### src/rtl/video_roi_downsample.sv
// Crops a fixed ROI from RGB888 video, converts to 8-bit luma and box-averages SCALExSCALE blocks.
// Latency: 3 cycles from a block's final input pixel to o_pix_valid; no back-pressure (<=1 output per SCALE inputs).
module video_roi_downsample #(
  parameter int unsigned ROI_X0     = 0,
  parameter int unsigned ROI_Y0     = 0,
  parameter int unsigned OUT_W      = 28,
  parameter int unsigned OUT_H      = 28,
  parameter int unsigned SCALE_LOG2 = 3
) (
  input  logic        i_pclk,
  input  logic        i_rst,
  input  logic [23:0] i_video_data,
  input  logic        i_video_vde,
  input  logic [11:0] i_video_x,
  input  logic [11:0] i_video_y,
  input  logic [11:0] i_video_format_x,
  input  logic [11:0] i_video_format_y,
  input  logic        i_video_change,
  output logic [7:0]  o_pix_data,
  output logic        o_pix_valid,
  output logic        o_pix_first,
  output logic        o_pix_last,
  output logic        o_frame_done,
  output logic        o_roi_err
);
  localparam int unsigned SCALE    = 1 << SCALE_LOG2;
  localparam int unsigned AW       = 8 + 2 * SCALE_LOG2;
  localparam int unsigned BXW      = (OUT_W > 1) ? $clog2(OUT_W) : 1;
  localparam logic [12:0] ROI_W    = 13'(OUT_W * SCALE);
  localparam logic [12:0] ROI_H    = 13'(OUT_H * SCALE);
  localparam logic [12:0] X_END    = 13'(ROI_X0 + OUT_W * SCALE);
  localparam logic [12:0] Y_END    = 13'(ROI_Y0 + OUT_H * SCALE);
  localparam logic [11:0] SUB_MASK = 12'(SCALE - 1);
  localparam logic [11:0] LAST_IDX = 12'(OUT_W * OUT_H - 1);

  typedef enum logic [1:0] {IDLE, ARMED, ACTIVE} state_t;

  state_t        state_q;
  logic          vld1_q, vld2_q;
  logic [11:0]   x1_q, y1_q, x2_q, y2_q;
  logic [15:0]   rg1_q;
  logic [12:0]   b1_q;
  logic [7:0]    luma2_q;
  logic [11:0]   out_cnt_q;
  logic [AW-1:0] acc_q [OUT_W];

  logic [12:0]    dx, dy;
  logic [11:0]    sub_x, sub_y;
  logic [BXW-1:0] bx;
  logic [AW-1:0]  acc_d;
  logic           in_roi, blk_first, blk_last, run, origin, fmt_ok;

  // A pixel left of / above the ROI wraps dx/dy to a huge value, so one compare per axis suffices.
  always_comb begin
    dx        = {1'b0, x2_q} - 13'(ROI_X0);
    dy        = {1'b0, y2_q} - 13'(ROI_Y0);
    in_roi    = vld2_q && (dx < ROI_W) && (dy < ROI_H);
    sub_x     = dx[11:0] & SUB_MASK;
    sub_y     = dy[11:0] & SUB_MASK;
    blk_first = (sub_x == '0) && (sub_y == '0);
    blk_last  = (sub_x == SUB_MASK) && (sub_y == SUB_MASK);
    bx        = BXW'(dx[11:0] >> SCALE_LOG2);
    // Combinational regfile read: the next pixel of the same block already sees this cycle's write.
    acc_d     = blk_first ? AW'(luma2_q) : acc_q[bx] + AW'(luma2_q);
    run       = (state_q != IDLE) && in_roi;
    origin    = i_video_vde && (i_video_x == '0) && (i_video_y == '0);
    fmt_ok    = ({1'b0, i_video_format_x} >= X_END) && ({1'b0, i_video_format_y} >= Y_END);
  end

  always_ff @(posedge i_pclk) begin
    if (i_rst) begin
      state_q      <= IDLE;
      vld1_q       <= 1'b0;
      vld2_q       <= 1'b0;
      x1_q         <= '0;
      y1_q         <= '0;
      x2_q         <= '0;
      y2_q         <= '0;
      rg1_q        <= '0;
      b1_q         <= '0;
      luma2_q      <= '0;
      out_cnt_q    <= '0;
      o_pix_data   <= '0;
      o_pix_valid  <= 1'b0;
      o_pix_first  <= 1'b0;
      o_pix_last   <= 1'b0;
      o_frame_done <= 1'b0;
      o_roi_err    <= 1'b0;
      for (int i = 0; i < int'(OUT_W); i++) acc_q[i] <= '0;
    end else begin
      o_pix_valid  <= 1'b0;
      o_pix_first  <= 1'b0;
      o_pix_last   <= 1'b0;
      o_frame_done <= 1'b0;

      vld1_q  <= i_video_vde;
      x1_q    <= i_video_x;
      y1_q    <= i_video_y;
      rg1_q   <= 16'(i_video_data[23:16]) * 16'd77 + 16'(i_video_data[15:8]) * 16'd150;
      b1_q    <= 13'(i_video_data[7:0]) * 13'd29;
      vld2_q  <= vld1_q;
      x2_q    <= x1_q;
      y2_q    <= y1_q;
      luma2_q <= 8'((rg1_q + 16'(b1_q)) >> 8);

      if (i_video_change) begin
        state_q <= IDLE;
        vld1_q  <= 1'b0;
        vld2_q  <= 1'b0;
      end else if (origin) begin
        // New frame: drop in-flight pixels of the old one and re-check the format.
        vld2_q    <= 1'b0;
        out_cnt_q <= '0;
        o_roi_err <= !fmt_ok;
        state_q   <= fmt_ok ? ARMED : IDLE;
      end else if (run) begin
        acc_q[bx] <= acc_d;
        if (state_q == ARMED) state_q <= ACTIVE;
        if (blk_last) begin
          o_pix_valid  <= 1'b1;
          o_pix_data   <= 8'(acc_d >> (2 * SCALE_LOG2));
          o_pix_first  <= (out_cnt_q == '0);
          o_pix_last   <= (out_cnt_q == LAST_IDX);
          o_frame_done <= (out_cnt_q == LAST_IDX);
          out_cnt_q    <= out_cnt_q + 12'd1;
          if (out_cnt_q == LAST_IDX) state_q <= IDLE;
        end
      end
    end
  end
endmodule

### config.mk
export PLATFORM = sky130hd
export DESIGN_NAME = video_roi_downsample
export DESIGN_NICKNAME = d
export VERILOG_FILES = /design/src/rtl/video_roi_downsample.sv
export SDC_FILE = /design/constraint.sdc
export NUM_CORES = 1
export LEC_CHECK = 0
export CORE_MARGIN = 2
export CORE_UTILIZATION = 55
export DETAILED_ROUTE_END_ITERATION = 6
export DONT_BUFFER_PORTS = 1
export PLACE_DENSITY = 0.7
export SLEW_MARGIN = 20
export SYNTH_ARGS = -nofsm -noshare
export SYNTH_HDL_FRONTEND = slang
export SYNTH_SLANG_ARGS = --single-unit
### constraint.sdc
create_clock -name i_pclk -period 13.6 [get_ports i_pclk]
set_clock_uncertainty 0.05 [all_clocks]
set_input_delay 2.72 -clock i_pclk [delete_from_list [all_inputs] [get_ports i_pclk]]
set_output_delay 2.72 -clock i_pclk [all_outputs]
set_load 0.02 [all_outputs]
==> results of run 1 <==
[final timing paths]
check                                       from  cells after the start            end
worst max-delay path            i_video_data[12]                     21      rg1_q[14]
worst min-delay path                     y1_q[0]                      1        y2_q[0]
worst max register to register           x2_q[4]                     13  acc_q[31][13]
worst min register to register           y1_q[0]                      1        y2_q[0]
[through the flow]
| stage | utilization [%] | worst slack (ns) |
|---|---|---|
| CTS | 60.8 | 5.73 |
| finish | 60.8 | 5.69 |
| global route | 60.8 | 5.39 |
| global placement | 57.1 | 5.17 |
| floorplan | - | 5.46 |
| detailed placement | 57.1 | 5.12 |
[placed cells by master, fill, tap and decap left out, drive strengths merged, types with 8 or more instances in the layout]
master / instances
xnor2: 21
a21oi: 40
mux4: 66
nand3b: 13
nor2: 378
o21ai: 25
a31oi: 8
fa: 38
nand2b: 32
and2: 8
nand2: 63
and3: 15
o22ai: 41
ha: 126
nor4: 77
edfxtp: 448
buf: 25
nand3: 23
xor2: 13
clkbuf: 67
a211oi: 8
clkinv: 24
conb: 56
dfxtp: 109
inv: 108
a21o: 13
nor3: 56
nor2b: 60
nand4: 11
a22oi: 24
mux2i: 97
[cell type report]
type / count / area, µm²
Clock inverter: 32 / 319
Timing Repair Buffer: 25 / 188
Sequential cell: 557 / 15600
Tap cell: 664 / 831
Multi-Input combinational cell: 1405 / 10900
Clock buffer: 67 / 1500
Fill cell: 3751 / 19200
Inverter: 106 / 398
[logic make-up after synthesis]
logic type,count (synthesis),share of synthesized area [%]
DFF,557,57.2
buffers and inverters,264,4.06
xor gates and xnor gates,35,1.17
other,1,0.0137
and+or+nand+nor,782,15.0
adders and majority gates,164,8.55
AOI/OAI and AO/OA,203,4.94
muxes,165,9.07
[power groups by stage]
stage | registers, mW | logic, mW | clock network, mW
after floorplan | 2.03 | 0.907 | 0
after global placement | 2.04 | 1.15 | 0
after detailed placement | 2.05 | 1.17 | 0
after CTS | 2.01 | 1.19 | 1.53
after global routing | 2.02 | 1.34 | 1.60
final | 2.01 | 1.19 | 1.52
[synthesized netlist by cell type (7+ instances only)]
library cell and instances:
nor2_1 378, nand2_1 61, dfxtp_1 109, nor4_2 40, a31oi_1 8, nor2b_1 60
clkbuf_1 91, mux2i_1 97, nand4_1 11, nor4_1 37, buf_4 7, fa_1 38
a22oi_1 24, and3_1 15, a21o_1 13, o21ai_0 25, xnor2_1 21, nand3_1 21
nor3_1 55, and2_1 8, nand3b_1 13, o22ai_1 40, xor2_1 13, a211oi_1 8
buf_2 50, inv_1 105, nand2b_1 32, edfxtp_1 448, mux4_2 66, a21oi_1 40
ha_1 126
[registers in the layout, summed over array words and instances (netlist names), 2 cells and up]
name and flops:
out_cnt_q 12, rg1_q 16, acc_q 448, y1_q 10, x1_q 12, x2_q 12
state_q 2, luma2_q 8, b1_q 13, o_pix_data 8, y2_q 10
[per-layer routing]
layer	vias to the layer above	track usage [%]	share of wire (%)
met1	8637	35.0	40
met2	771	41.3	46
li1	7811	-	-
met5	-	0	0.018
met4	2	10.9	4.1
met3	125	6.27	9.3
==> out/metrics.csv, run 1 <==
stage;metric;value;unit
cells_and_area;Final #Nets;2391;
logic_synthesis;Primary FF master, synth;edfxtp_1;
route;remaining antenna violation count;0;
logic_synthesis;syn_area_per_cell;12.6;µm²
sta;worst slew pin tran;1.15;ns
cells_and_area;design area;0.0298;mm²
logic_synthesis;Synth warnings;0;
critical_path;arrival time worst endpoint;8.36;ns
clocking;# clock sinks;557;
global_route;grt total ovfl;0;
cells_and_area;area delta synth->final;8.90;%
power_and_ir_drop;PwrDens;159;mW/mm²
sta;setup TNS;0;ns
power_and_ir_drop;Peak supply drop;0.151;mV
critical_path;slowest CP cell;or4_1;
logic_synthesis;number of flops mapped to enable cells by yosys;448;
route;WL/cell;23.0;µm
floorplan;Die H;227;µm
clocking;H-tree Lvls;2;
clocking;Hold-fix buffers, CTS;0;
logic_synthesis;Netlist cell types;74;
sta;final critical-path share of the clock period;58.2;%
route;# DRC;0;
critical_path;CP delay by family, top;adder cells;
critical_path;Buf/Inv on CP;4;
route;total routed wirelength;65.6;mm
global_route;first-pass GRT wire length;101;mm
clocking;clk_lat worst skew;0.64;ns
placement;port bufs;0;
placement;Placer Congestion;0.921;
critical_path;CP Capture Type;flip-flop;
sta;Max Freq;0.126;GHz
sta;Period minus WS final;7.91;ns
route;Vias/cell;6.07;
cells_and_area;ratio of cells with drive above 1 in the final layout;11.3;%
worst_hold_path;worst min path class;flip-flop to flip-flop;
power_and_ir_drop;leak pwr;11.0;nW
clocking;CTS tree;built;
sta;setup violators final;0;
floorplan;DIE WIDTH;227;µm
clocking;buffer count from post-CTS setup fixing;0;
sta;max-slew violations;0;
global_route;largest net degree at the start of global routing;139;
logic_synthesis;ys async rst share;0;%
outcome;outcome;finished clean;
critical_path;Worst R2R Setup Slack;7.47;ns
clocking;CTS max path bufs;3;
logic_synthesis;Synth area leaders;edfxtp_1 49%, dfxtp_1 8.0%, ha_1 5.8%;
logic_synthesis;cells after synthesis;2171;
global_route;vias in the first global route;17200;
power_and_ir_drop;Pwr Total;4.72;mW
global_route;antenna violations before repair;2;
floorplan;initial core utilization;55.8;%
logic_synthesis;number of synthesized register bits;557;
flow_run;Max Cap Violations;0;
placement;dpl cell area;0.0279;mm²
placement;dpl cells;2757;
route;vias;17300;
logic_synthesis;top cell type by total area after synthesis;edfxtp_1;
critical_path;cell repeated most along the worst path;ha_1;
floorplan;num rows;81;
critical_path;crit path kind;input port to flip-flop;
logic_synthesis;sequential element share of the synthesized area;57.2;%
critical_path;worst-path cell chain;ha_1 -> ha_1 -> inv_1 -> fa_1 -> inv_1 -> fa_1 -> ha_1 -> or4_1 -> a31oi_1 -> xnor2_1 -> ha_1 -> fa_1 -> inv_1 -> fa_1 -> inv_1 -> ha_1 -> and2_1 -> a22o_1 -> a31oi_1 -> a211oi_1 -> mux2_2;
power_and_ir_drop;Psw;1.43;mW
power_and_ir_drop;Int Power;3.29;mW
global_route;Total GRT Usage;26.2;%
floorplan;core area;0.0490;mm²
route;initial drt markers;1807;
floorplan;die area;0.0515;mm²
critical_path;Critical Path Start Type;input port;
clocking;Root Driver;clkbuf_16;
sta;Slew HR;23.5;%
critical_path;Worst path max stage delay;0.56;ns
power_and_ir_drop;Comb power frac;25.2;%
logic_synthesis;post-synth top area share;49.2;%
critical_path;crit path max fanout;5;
clocking;Worst-path clk slew;0.06;ns
logic_synthesis;synthesized area;0.0273;mm²
critical_path;CP required;14.05;ns
power_and_ir_drop;switch share;30.4;%
cells_and_area;number of inserted diodes;0;
placement;hpwl dp;43.1;mm
clocking;post-cts sizing count;0;
sta;RSZ-0062 raised after global routing;no;
cells_and_area;fin cells;2856;
power_and_ir_drop;Clock Power Share;32.2;%
clocking;Num CTS Buffers;56;
floorplan;Ports;89;
power_and_ir_drop;Flop pwr share;42.6;%
sta;Fin. Hold Viols;0;
route;DR pass1 iterations;6;
sta;hold slack;0.383;ns
Power figures use the tool's default switching activity.
==> run 2, diff against run 1 <==
Clock period 13.6 ns to 7.9 ns, I/O delays scaled along.
==> run 2 against run 1 <==
Final cell count is 0.39% higher. Flip-flop and latch count stayed put. Design area is 0.41% higher. Clock-buffer cell count is 11 higher. Via count is 0.20% higher. Setup slack worse by 4.5 ns. Die area stayed put. Register-to-register slack worse by 5.2 ns. First-iteration DRC count is 2.1% lower.
==> out/metrics.csv, run 2 (synthesis results as in run 1) <==
stage;metric;value;unit;change
route;remaining antenna violation count;0;;unchanged
floorplan;DIE WIDTH;227;µm;unchanged
cells_and_area;commonest cells after routing, fill and taps aside;448 x edfxtp_1, 378 x nor2_1, 126 x ha_1;;unchanged
power_and_ir_drop;leak pwr;11.1;nW;was 11.0 nW
cells_and_area;ratio of cells with drive above 1 in the final layout;11.4;%;was 11.3%
global_route;antenna violations before repair;1;;was 2
cells_and_area;Largest register FFs;448;;unchanged
floorplan;die area;0.0515;mm²;unchanged
sta;setup violators final;0;;unchanged
critical_path;arrival time worst endpoint;7.16;ns;was 8.36 ns
outcome;outcome;finished clean;;unchanged
floorplan;initial core utilization;55.8;%;unchanged
global_route;first-pass GRT wire length;101;mm;about the same
critical_path;Worst R2R Setup Slack;2.23;ns;was 7.47 ns
placement;Placer Congestion;0.911;;was 0.921
clocking;CTS max path bufs;3;;unchanged
clocking;CTS tree;built;;unchanged
floorplan;Die H;227;µm;unchanged
worst_hold_path;hold path startpoint;x1_q[3];;was y1_q[0]
floorplan;Ports;89;;unchanged
placement;port bufs;0;;unchanged
critical_path;Worst R2R End;acc_q[30][13];;was acc_q[31][13]
sta;RSZ-0062 raised after global routing;no;;unchanged
sta;setup TNS;0;ns;unchanged
sta;final critical-path share of the clock period;85.0;%;
worst_hold_path;Hold EP;x2_q[3];;was y2_q[0]
power_and_ir_drop;Peak supply drop;0.263;mV;was 0.151 mV
route;DR pass1 iterations;5;;was 6
placement;dpl ws;0.575;ns;was 5.12 ns
flow_run;Max Cap Violations;0;;unchanged
placement;dpl cells;2761;;was 2757
clocking;clk_lat worst skew;0.63;ns;was 0.64 ns
sta;Final WS setup;1.18;ns;was 5.69 ns
power_and_ir_drop;PwrDens;275;mW/mm²;was 159 mW/mm²
clocking;# clock sinks;557;;unchanged
floorplan;core area;0.0490;mm²;unchanged
sta;worst slew pin tran;1.19;ns;was 1.15 ns
global_route;Total GRT Usage;26.5;%;was 26.2%
global_route;grt total ovfl;0;;unchanged
sta;Max Freq;0.149;GHz;
route;# DRC;0;;unchanged
sta;Slew HR;20.4;%;was 23.5%
route;vias;17400;;was 17300
placement;hpwl dp;43.4;mm;was 43.1 mm
critical_path;FF-to-FF path depth;14;;was 13
floorplan;num rows;81;;unchanged
critical_path;CP required;8.34;ns;was 14.05 ns
sta;Period minus WS final;6.72;ns;
cells_and_area;post-layout util;61.1;%;was 60.8%
clocking;Num CTS Buffers;56;;unchanged
cells_and_area;fin cells;2867;;was 2856
clocking;post-cts sizing count;0;;unchanged
worst_hold_path;worst min path class;flip-flop to flip-flop;;unchanged
critical_path;crit path max fanout;5;;unchanged
sta;Fin. Hold Viols;0;;unchanged
cells_and_area;most common cell after layout, fill and taps aside;edfxtp_1;;unchanged
cells_and_area;Final #Nets;2395;;was 2391
clocking;Root Driver;clkbuf_16;;unchanged
route;WL/cell;23.0;µm;about the same
critical_path;crit path kind;input port to flip-flop;;unchanged
clocking;Hold-fix buffers, CTS;0;;unchanged
cells_and_area;area delta synth->final;9.35;%;was 8.90%
global_route;largest net degree at the start of global routing;139;;unchanged
worst_hold_path;Hold Path Cell Cnt;1;;unchanged
route;initial drt markers;1769;;was 1807
clocking;buffer count from post-CTS setup fixing;0;;unchanged
critical_path;Worst R2R Start;x2_q[3];;was x2_q[4]
sta;max-slew violations;0;;unchanged
cells_and_area;Top reg by flops;acc_q;;unchanged
clocking;Worst-path clk slew;0.06;ns;about the same
route;Vias/cell;6.06;;was 6.07
critical_path;Critical Path Start Type;input port;;unchanged
route;total routed wirelength;66.0;mm;was 65.6 mm
clocking;H-tree Lvls;2;;unchanged
critical_path;CP Capture Type;flip-flop;;unchanged
cells_and_area;top flop regs;acc_q x448, rg1_q x16, b1_q x13;;unchanged
global_route;vias in the first global route;17200;;about the same
==> run 2: where the power goes <==
group	switching (mW)	internal, mW	leakage, nW
registers	0.0741	3.39	5.51
logic	1.26	0.790	4.63
clock network	1.13	1.57	0.907
total	2.47	5.76	11.1
==> run 2: layer usage <==
metal,vias up,part of all wire (%),routed length (µm),GRT usage [%]
met1,8662,41,27000,36.3
met4,0,4.2,2750,11.1
met3,146,9.2,6050,6.13
li1,7834,-,-,-
met5,-,0,0,0
met2,738,46,30200,40.9
==> run 2: worst max-delay path, cell delays in order <==
cell      delay (ns)
ha_1            0.27
ha_1            0.27
inv_1           0.05
fa_1            0.53
inv_1           0.05
fa_1            0.46
ha_1            0.27
or4_1           0.55
a31oi_1         0.22
xnor2_1         0.16
ha_1            0.27
fa_1            0.48
inv_1           0.05
fa_1            0.53
inv_1           0.05
ha_1            0.33
and2_1          0.19
a22o_1          0.16
a31oi_1         0.06
a211oi_1        0.26
mux2_2          0.36
==> run 2: per-stage QoR <==
step                      hold WS, ns  instance area [µm²]  power (mW)
after CTS                       0.385                29900        8.26
after floorplan                 0.364                27500        5.05
after global routing            0.405                29900        8.63
final                           0.382                29900        8.22
after detailed placement        0.374                28000        5.57
after global placement          0.368                28000        5.49
==> run 2: how the worst max path moves through the flow <==
stage | startpoint | to | slack [ns] | cells after the start
global route | i_video_data[12] | rg1_q[14] | 0.94 | 21
global placement | i_video_data[12] | rg1_q[14] | 0.64 | 21
finish | i_video_data[12] | rg1_q[14] | 1.18 | 21
floorplan | i_video_data[12] | rg1_q[14] | 0.90 | 21
CTS | i_video_data[12] | rg1_q[14] | 1.19 | 21
detailed placement | i_video_data[12] | rg1_q[14] | 0.57 | 21
==> run 2: cell type report <==
type | count | area, µm²
multi-input combinational | 1405 | 10900
tap | 664 | 831
clock inverter | 27 | 318
fill | 3798 | 19100
antenna | 1 | 2.50
clock buffer | 78 | 1560
sequential | 557 | 15600
inverter | 106 | 398
timing repair buffer | 29 | 250
